### src/rtl/apb_rx_ctrl.sv
// UART receive control: line synchroniser, start-bit qualification, baud timing and shadow frame assembly.
// Optional parity stage is compiled in when RX_PARITY_EN is defined.
module apb_rx_ctrl #(
    parameter int CLKS_PER_BIT = 16,
    parameter int DATA_BITS    = 8
) (
    input  logic       clk,
    input  logic       rstn,
    input  logic       sel,
    input  logic       rx_en,
    input  logic       rx_in,
`ifdef RX_PARITY_EN
    input  logic       parity_odd,
    output logic       parity_err,
`endif
    output logic       start_bit,
    output logic       end_bit,
    output logic [9:0] data_bit,
    output logic [9:0] bit_cnto,
    output logic       sample_stb,
    output logic [9:0] rx_shift,
    output logic       rx_valid,
    output logic       frame_err,
    output logic       rx_busy
);

    typedef enum logic [2:0] {
        S_IDLE,
        S_START,
        S_DATA,
        S_PARITY,
        S_STOP
    } state_e;

    localparam logic [9:0] CNT_LAST = 10'(CLKS_PER_BIT - 1);
    localparam logic [9:0] CNT_HALF = 10'(CLKS_PER_BIT / 2 - 1);
    localparam logic [3:0] IDX_LAST = 4'(DATA_BITS - 1);

    state_e     state_q, state_d;
    logic       rx_m_q, rx_s_q, rx_d_q;
    logic [9:0] cnt_q, cnt_d;
    logic [3:0] idx_q, idx_d;
    logic [9:0] shift_q, shift_d;
    logic       start_bit_q, start_bit_d;
    logic       end_bit_q, end_bit_d;
    logic [9:0] data_bit_q, data_bit_d;
    logic       sample_stb_q, sample_stb_d;
    logic       rx_valid_q, rx_valid_d;
    logic       frame_err_q, frame_err_d;
    logic       rx_busy_q, rx_busy_d;
`ifdef RX_PARITY_EN
    logic       par_bad_q, par_bad_d;
    logic       parity_err_q, parity_err_d;
`endif

    logic active;
    logic cnt_last;

    assign active   = sel & rx_en;
    assign cnt_last = (cnt_q == CNT_LAST);

    always_comb begin
        state_d      = state_q;
        cnt_d        = cnt_q;
        idx_d        = idx_q;
        shift_d      = shift_q;
        sample_stb_d = 1'b0;
        rx_valid_d   = 1'b0;
        frame_err_d  = 1'b0;
`ifdef RX_PARITY_EN
        par_bad_d    = par_bad_q;
        parity_err_d = 1'b0;
`endif
        if (!active) begin
            // Shadow data is kept across a disable so software can still read it.
            state_d = S_IDLE;
            cnt_d   = '0;
            idx_d   = '0;
        end else begin
            case (state_q)
                S_IDLE: begin
                    cnt_d = '0;
                    idx_d = '0;
                    if (rx_d_q && !rx_s_q) begin
                        state_d = S_START;
                        shift_d = '0;
`ifdef RX_PARITY_EN
                        par_bad_d = 1'b0;
`endif
                    end
                end
                S_START: begin
                    if (cnt_q == CNT_HALF) begin
                        sample_stb_d = 1'b1;
                        cnt_d        = '0;
                        idx_d        = '0;
                        state_d      = rx_s_q ? S_IDLE : S_DATA;
                    end else begin
                        cnt_d = cnt_q + 10'd1;
                    end
                end
                S_DATA: begin
                    if (cnt_last) begin
                        sample_stb_d   = 1'b1;
                        cnt_d          = '0;
                        shift_d[idx_q] = rx_s_q;
                        if (idx_q == IDX_LAST) begin
`ifdef RX_PARITY_EN
                            state_d = S_PARITY;
`else
                            state_d = S_STOP;
`endif
                        end else begin
                            idx_d = idx_q + 4'd1;
                        end
                    end else begin
                        cnt_d = cnt_q + 10'd1;
                    end
                end
`ifdef RX_PARITY_EN
                S_PARITY: begin
                    if (cnt_last) begin
                        // Bits above DATA_BITS are always zero, so a full-width XOR is safe.
                        sample_stb_d = 1'b1;
                        cnt_d        = '0;
                        par_bad_d    = ((^shift_q) ^ rx_s_q) != parity_odd;
                        state_d      = S_STOP;
                    end else begin
                        cnt_d = cnt_q + 10'd1;
                    end
                end
`endif
                S_STOP: begin
                    if (cnt_last) begin
                        sample_stb_d = 1'b1;
                        cnt_d        = '0;
                        rx_valid_d   = rx_s_q;
                        frame_err_d  = !rx_s_q;
`ifdef RX_PARITY_EN
                        parity_err_d = par_bad_q;
`endif
                        state_d      = S_IDLE;
                    end else begin
                        cnt_d = cnt_q + 10'd1;
                    end
                end
                default: begin
                    state_d = S_IDLE;
                    cnt_d   = '0;
                end
            endcase
        end

        // Status outputs follow the next state so they move on the same edge as the FSM.
        start_bit_d = (state_d == S_START);
        end_bit_d   = (state_d == S_STOP);
        data_bit_d  = (state_d == S_DATA) ? 10'(idx_d) : 10'h3FF;
        rx_busy_d   = (state_d != S_IDLE);
    end

    always_ff @(posedge clk or negedge rstn) begin
        if (!rstn) begin
            rx_m_q       <= 1'b1;
            rx_s_q       <= 1'b1;
            rx_d_q       <= 1'b1;
            state_q      <= S_IDLE;
            cnt_q        <= '0;
            idx_q        <= '0;
            shift_q      <= '0;
            start_bit_q  <= 1'b0;
            end_bit_q    <= 1'b0;
            data_bit_q   <= 10'h3FF;
            sample_stb_q <= 1'b0;
            rx_valid_q   <= 1'b0;
            frame_err_q  <= 1'b0;
            rx_busy_q    <= 1'b0;
`ifdef RX_PARITY_EN
            par_bad_q    <= 1'b0;
            parity_err_q <= 1'b0;
`endif
        end else begin
            rx_m_q       <= rx_in;
            rx_s_q       <= rx_m_q;
            rx_d_q       <= rx_s_q;
            state_q      <= state_d;
            cnt_q        <= cnt_d;
            idx_q        <= idx_d;
            shift_q      <= shift_d;
            start_bit_q  <= start_bit_d;
            end_bit_q    <= end_bit_d;
            data_bit_q   <= data_bit_d;
            sample_stb_q <= sample_stb_d;
            rx_valid_q   <= rx_valid_d;
            frame_err_q  <= frame_err_d;
            rx_busy_q    <= rx_busy_d;
`ifdef RX_PARITY_EN
            par_bad_q    <= par_bad_d;
            parity_err_q <= parity_err_d;
`endif
        end
    end

    assign start_bit  = start_bit_q;
    assign end_bit    = end_bit_q;
    assign data_bit   = data_bit_q;
    assign bit_cnto   = cnt_q;
    assign sample_stb = sample_stb_q;
    assign rx_shift   = shift_q;
    assign rx_valid   = rx_valid_q;
    assign frame_err  = frame_err_q;
    assign rx_busy    = rx_busy_q;
`ifdef RX_PARITY_EN
    assign parity_err = parity_err_q;
`endif

endmodule
### config.mk
export PLATFORM = sky130hd
export DESIGN_NAME = apb_rx_ctrl
export DESIGN_NICKNAME = d
export VERILOG_FILES = /design/src/rtl/apb_rx_ctrl.sv
export SDC_FILE = /design/constraint.sdc
export NUM_CORES = 1
export LEC_CHECK = 0
export ABC_AREA = 1
export BUFFER_PORTS_ARGS = -buffer_cell sky130_fd_sc_hd__buf_2
export CORE_AREA = 2 2 69 71
export CTS_BUF_LIST = sky130_fd_sc_hd__clkbuf_8 sky130_fd_sc_hd__clkbuf_16
export DETAILED_ROUTE_END_ITERATION = 16
export DIE_AREA = 0 0 71 73
export PLACE_DENSITY = 0.78
export SLEW_MARGIN = 20
export SYNTH_ARGS = -nofsm -noshare
export SYNTH_HDL_FRONTEND = slang
export SYNTH_SLANG_ARGS = --single-unit
### constraint.sdc
create_clock -name clk -period 1.5 [get_ports clk]
set_input_delay 0.3 -clock clk [delete_from_list [all_inputs] [get_ports clk]]
set_output_delay 0.3 -clock clk [all_outputs]
set_load 0.02 [all_outputs]
==> Yosys cells after proc, flatten, opt, wreduce, memory -nomap -nowiden <==
Index checks and enable logic that the tools add are counted.
{ "totals": {"register_bits": 46, "input_bits": 5, "out_inout_bits": 36, "wordCells": 72} }
{ "classes": {"add_sub_neg": 2, "magnitude_cmp": 2, "eq_ne": 11, "n_mux": 34, "bitwise": 1, "reduce_logical": 8} }
{ "ops": {"columns": ["cell", "n"], "rows": [
  ["10-bit two-way mux", 6],
  ["10-bit one-hot mux with 2 select lines", 2],
  ["3-bit two-way mux", 6],
  ["4-bit two-way mux", 4],
  ["3-bit one-hot mux with 4 select lines", 1],
  ["4-bit one-hot mux with 3 select lines", 1],
  ["10-bit by 1-bit adder with 10-bit output, second input constant", 1],
  ["10-bit bitwise mux", 1],
  ["10-bit by 3-bit equality test with 1-bit output, second input constant", 1],
  ["10-bit by 4-bit equality test with 1-bit output, second input constant", 1],
  ["1-bit two-way mux", 10],
  ["3-bit by 1-bit equality test with 1-bit output, second input constant", 2],
  ["3-bit by 2-bit equality test with 1-bit output, second input constant", 2],
  ["3-bit equality test, second input constant", 2],
  ["4-bit by 5-bit less-than comparator with 1-bit output, second input constant", 1],
  ["4-bit by 1-bit adder with 4-bit output, second input constant", 1],
  ["1-bit demux with 4-bit select", 1],
  ["4-bit by 3-bit equality test with 1-bit output, second input constant", 1],
  ["4-bit by 1-bit >= comparator with 1-bit output, second input constant", 1],
  ["2-bit != test, second input constant", 2],
  ["4-bit AND reduction", 1],
  ["3-bit zero test", 1],
  ["3-bit nonzero test", 1],
  ["1-bit logical AND", 2],
  ["6 further kinds", 6]
]} }

==> Depth between registers and ports, before layout <==
{ "depth": {"depth_word": 7, "ltp_mapped": 10} }

==> Worst setup path before layout <==
Ideal clock, no wire load.
{ "synth_timing": {"path_type": "register to register", "startpoint": "register cnt_q[0], in the netlist bit_cnto[0]", "endpoint": "register shift_q[0], in the netlist rx_shift[0]", "setup_time_ns": 0.117, "arrival_time_ns": 1.487, "required_time_ns": 1.383, "path_slack_ns": -0.105, "stages_incl_launch_ff": 10, "path_buffers": 1, "synth_period_minus_slack_ns": 1.605, "cell_sequence": "dfrtp_1 ha_1 nand2_1 nor2_1 nand4_1 nand2_1 buf_4 o211ai_1 nand2_1 nand2_1"} }
{ "synth_via": {"elab_chain_len": 3} }
{ "synth_lines": {"columns": ["element", "line_no", "source"], "rows": [
  ["start: declaration", "41", "logic [9:0] cnt_q, cnt_d;"],
  ["start signal: assignment", "186", "cnt_q <= cnt_d;"],
  ["10-bit by 4-bit equality test with 1-bit output", "60", "assign cnt_last = (cnt_q == CNT_LAST);"],
  ["2-bit != test (no line)", null, null],
  ["4-bit AND reduction (no line)", null, null],
  ["end signal: assignment", "188", "shift_q <= shift_d;"],
  ["end: declaration", "43", "logic [9:0] shift_q, shift_d;"]
]} }
No other way between the ends.
A chain may end at the register's enable or synchronous reset.

==> Worst setup path after layout <==
{ "layout_timing": {"startpoint": "register cnt_q[1], in the netlist bit_cnto[1]", "endpoint": "register shift_q[2], in the netlist rx_shift[2]"} }
The elaborated chain is that of the path after synthesis.

==> implementation parameters <==
Parameter                              Value

Outcome
  Run status    finished with violations
  Violated checks    negative setup slack

Floorplan
  Die Outline Area    5180 sq um
  Core box area    4540 sq um
  Floorplan die height    73 um
  Die outline width    71 um
  Number of placement rows    25
  I/O pins    41
  Starting density of the core    46.4%

Drt
  Vias per Instance    5.00
  Detailed-route wire length per cell    12.6 um
  DR pass1 iterations    4
  Remaining DRCs    0
  Number of vias after detailed routing    1920
  Detailed-route wire length    4840 um
  Remaining number of nets flagged by the antenna check after routing    0
  Detailed router's first-iteration violation count    179

Place
  Dpl hpwl    3420 um
  Instance area after placement    2570 sq um
  Number of placed instances, taps included    369
  Placer Congestion    0.896
  Port-buffer cells    40

Synth
  Dominant cell by count in the synthesized netlist    nand2_1
  Mean post-synth cell area    8.29 sq um
  Synth cell types    24
  Top post-synthesis cells by area    dfrtp_1 39%, nand2_1 13%, dfstp_2 10%
  Synthesized instance count    254
  Number of warnings printed during yosys synthesis    0
  Flip-flop and latch count after synthesis    41
  Portion of the post-synthesis area used by sequential elements    49.2%
  Fraction of post-synthesis cell area in the top cell type by area    39.2%
  Syn_nets    264
  Proportion of synthesized flip-flops having asynchronous set or reset    100%
  Cell area after technology mapping    2100 sq um
  Synth top cells by count    71 x nand2_1, 36 x inv_1, 33 x dfrtp_1
  Main synth FF type    dfrtp_1
  Number of enable flip-flop cells after synthesis    0
  Largest area contributor in the synthesized netlist    dfrtp_1

Global route
  Maximum number of pins on one net before global-route repair    24
  Vias in the first global route    1798
  Wire length of the first global-routing pass    7710 um
  Number of antenna violations at the first check in global routing    0
  Total track usage    18.7%
  Remaining Overflow, GRT    0

Critical path
  Capturing point of the worst reg2reg path    rx_shift[2]
  Worst Setup Start Kind    flop
  Worst reg-to-reg path cell count    9
  Arrival @ worst endpoint    1720 ps
  Worst path slowest cell    dfrtp_2
  R2r setup slk    -30 ps
  Critical Path Sink Type    flop
  Crit-path max cell delay    400 ps
  Kind of critical path    reg -> reg
  CP cell instances    ha_4, nand2_4, nor2_4, nand4_1, nand2_2, buf_4, o211ai_1, nand2_1, nand2_1
  Max FO, Critical Path    5
  RR Startpoint    bit_cnto[1]
  Most common cell type on the critical path    nand2_1
  WP data required    1690 ps

Finish
  Area Overhead vs Synth    36.1%
  Count of nets after finishing    339
  Final Non-Filler Cells    384
  Post-route cell area    2860 sq um
  Number of antenna diodes    0
  Share of layout cells above drive strength 1    38.5%
  Post-layout util    63.1%
  Filler cell count    368

Clock tree
  CTS root buffer    clkbuf_8
  Number of CTS-inserted buffers    5
  Clk buf depth    2
  Clock transition time at the flip-flop clock pins of the worst setup and hold paths    80 ps
  CTS H-Tree Depth    2
  Clk sinks    41
  Clock latency on the worst-skew pair    290 ps
  CTS tree    built

Timing
  Final hold slack    100 ps
  Worst slew margin relative to its limit    75.7%
  Final TNS setup    -125 ps
  Worst setup skew after layout    4.02 ps
  Min setup slack post-route    -33.4 ps
  Final Setup Violations    8
  Slew at the pin closest to its max-slew limit    365 ps
  Final critical path time including I/O delays and setup    1530 ps
  Setup repair after global routing missed its margin    yes
  F_max    0.652 GHz
  Post-route clock period utilization    102%
  Final max-slew violation count    0
  Final hold viol count    0

Pwr
  Worst supply voltage drop on vdd    0.591 mV
  Power density relative to cell area    745 nW/um^2
  Static leakage    1.56 nW

Worst hold path
  Min-Delay Path Class    in -> reg
  Beginning of the worst hold path    rx_in
  Hold Path Cell Cnt    1
  Worst min-delay path endpoint    rx_m_q

Job
  Max-capacitance violation count    0
## registers in the layout (all words and copies together), names as in the netlist
name / flops
rx_busy: 1
bit_cnto: 10
rx_m_q: 1
data_bit: 5
rx_s_q: 1
frame_err: 1
idx_q: 4
end_bit: 1
rx_shift: 10
rx_d_q: 1
rx_valid: 1
start_bit: 1
state_q: 3
sample_stb: 1
## cells by family after synthesis
logic type,synth area share (%)
flip-flops,49.2
AND/OR/NAND/NOR,29.0
XOR/XNOR,3.33
adder cells (fa/ha/maj),2.97
AO/OA/AOI/OAI,6.24
buffers and inverters,9.21
## layout by cell type (no fill, tap or decap), types with 4 or more instances in the layout
cell | Yosys | routed
buf_2 | 2 | 40
nand3_1 | 14 | 12
buf_4 | 6 | 31
nor2_1 | 24 | 19
dfrtp_1 | 33 | 29
clkbuf_8 | 0 | 6
nand3_2 | 4 | 5
nand2_1 | 71 | 66
nand4_1 | 10 | 10
dfrtp_2 | 0 | 4
nor2_4 | 1 | 5
dfstp_2 | 8 | 8
nand2_2 | 2 | 5
nor2_2 | 3 | 4
inv_1 | 36 | 35
xor2_1 | 6 | 6
o21ai_0 | 6 | 4
o211ai_1 | 9 | 9
## final cells by class
class	count	area, sq um	share of cell area [%]
multi-input cells	169	1000	35.0
well taps	54	67.6	2.36
clock inverters	2	37.5	1.31
inverters	37	139	4.85
repair buffers	75	494	17.3
clock buffers	6	82.6	2.88
flip-flops and latches	41	1040	36.3
## through the flow
step | power, mW | setup WS [ps]
after CTS | 2.15 | 3.94
after floorplan | 1.17 | 20.5
after global routing | 2.22 | -104
after detailed placement | 1.22 | -85.5
after global placement | 1.21 | -12.6
final | 2.13 | -33.4
## worst max path at each step
stage / cells after the start / startpoint / to
global placement: 8 / bit_cnto[6] / bit_cnto[9]
floorplan: 9 / bit_cnto[0] / rx_shift[0]
CTS: 7 / bit_cnto[6] / rx_busy
finish: 9 / bit_cnto[1] / rx_shift[2]
detailed placement: 8 / bit_cnto[6] / bit_cnto[9]
global route: 9 / bit_cnto[1] / rx_shift[8]
## worst max-delay path, delay by kind of cell, from the launching register on
kind / cells / cell delay, ps
simple gates: 6 / 610
flops: 1 / 400
fa+ha+maj: 1 / 170
buf+inv: 1 / 150
compound gates: 1 / 90
## layer usage
metal	track usage [%]	up-vias	wire length [um]	part of all wire, %
met3	4.28	12	229	4.7
met2	31.3	62	2500	52
met1	23.6	897	2010	42
met5	0	-	0	0
met4	7.55	0	95	2.0
li1	-	949	-	-
## where the power goes
part / leakage, nW / internal, mW / switching (mW)
clock network: 0.0574 / 0.541 / 0.390
logic: 0.961 / 0.0278 / 0.0559
registers: 0.538 / 1.12 / 0.00356
## repair_timing
item	in CTS	in global routing
hold buffers	1	0
pin swaps	1	9
cloned	1	1
setup endpoints to repair	24	33
buffers inserted	0	4
hold endpoints to repair	13	0
gates resized for setup	7	28
Power figures use the tool's default switching activity.
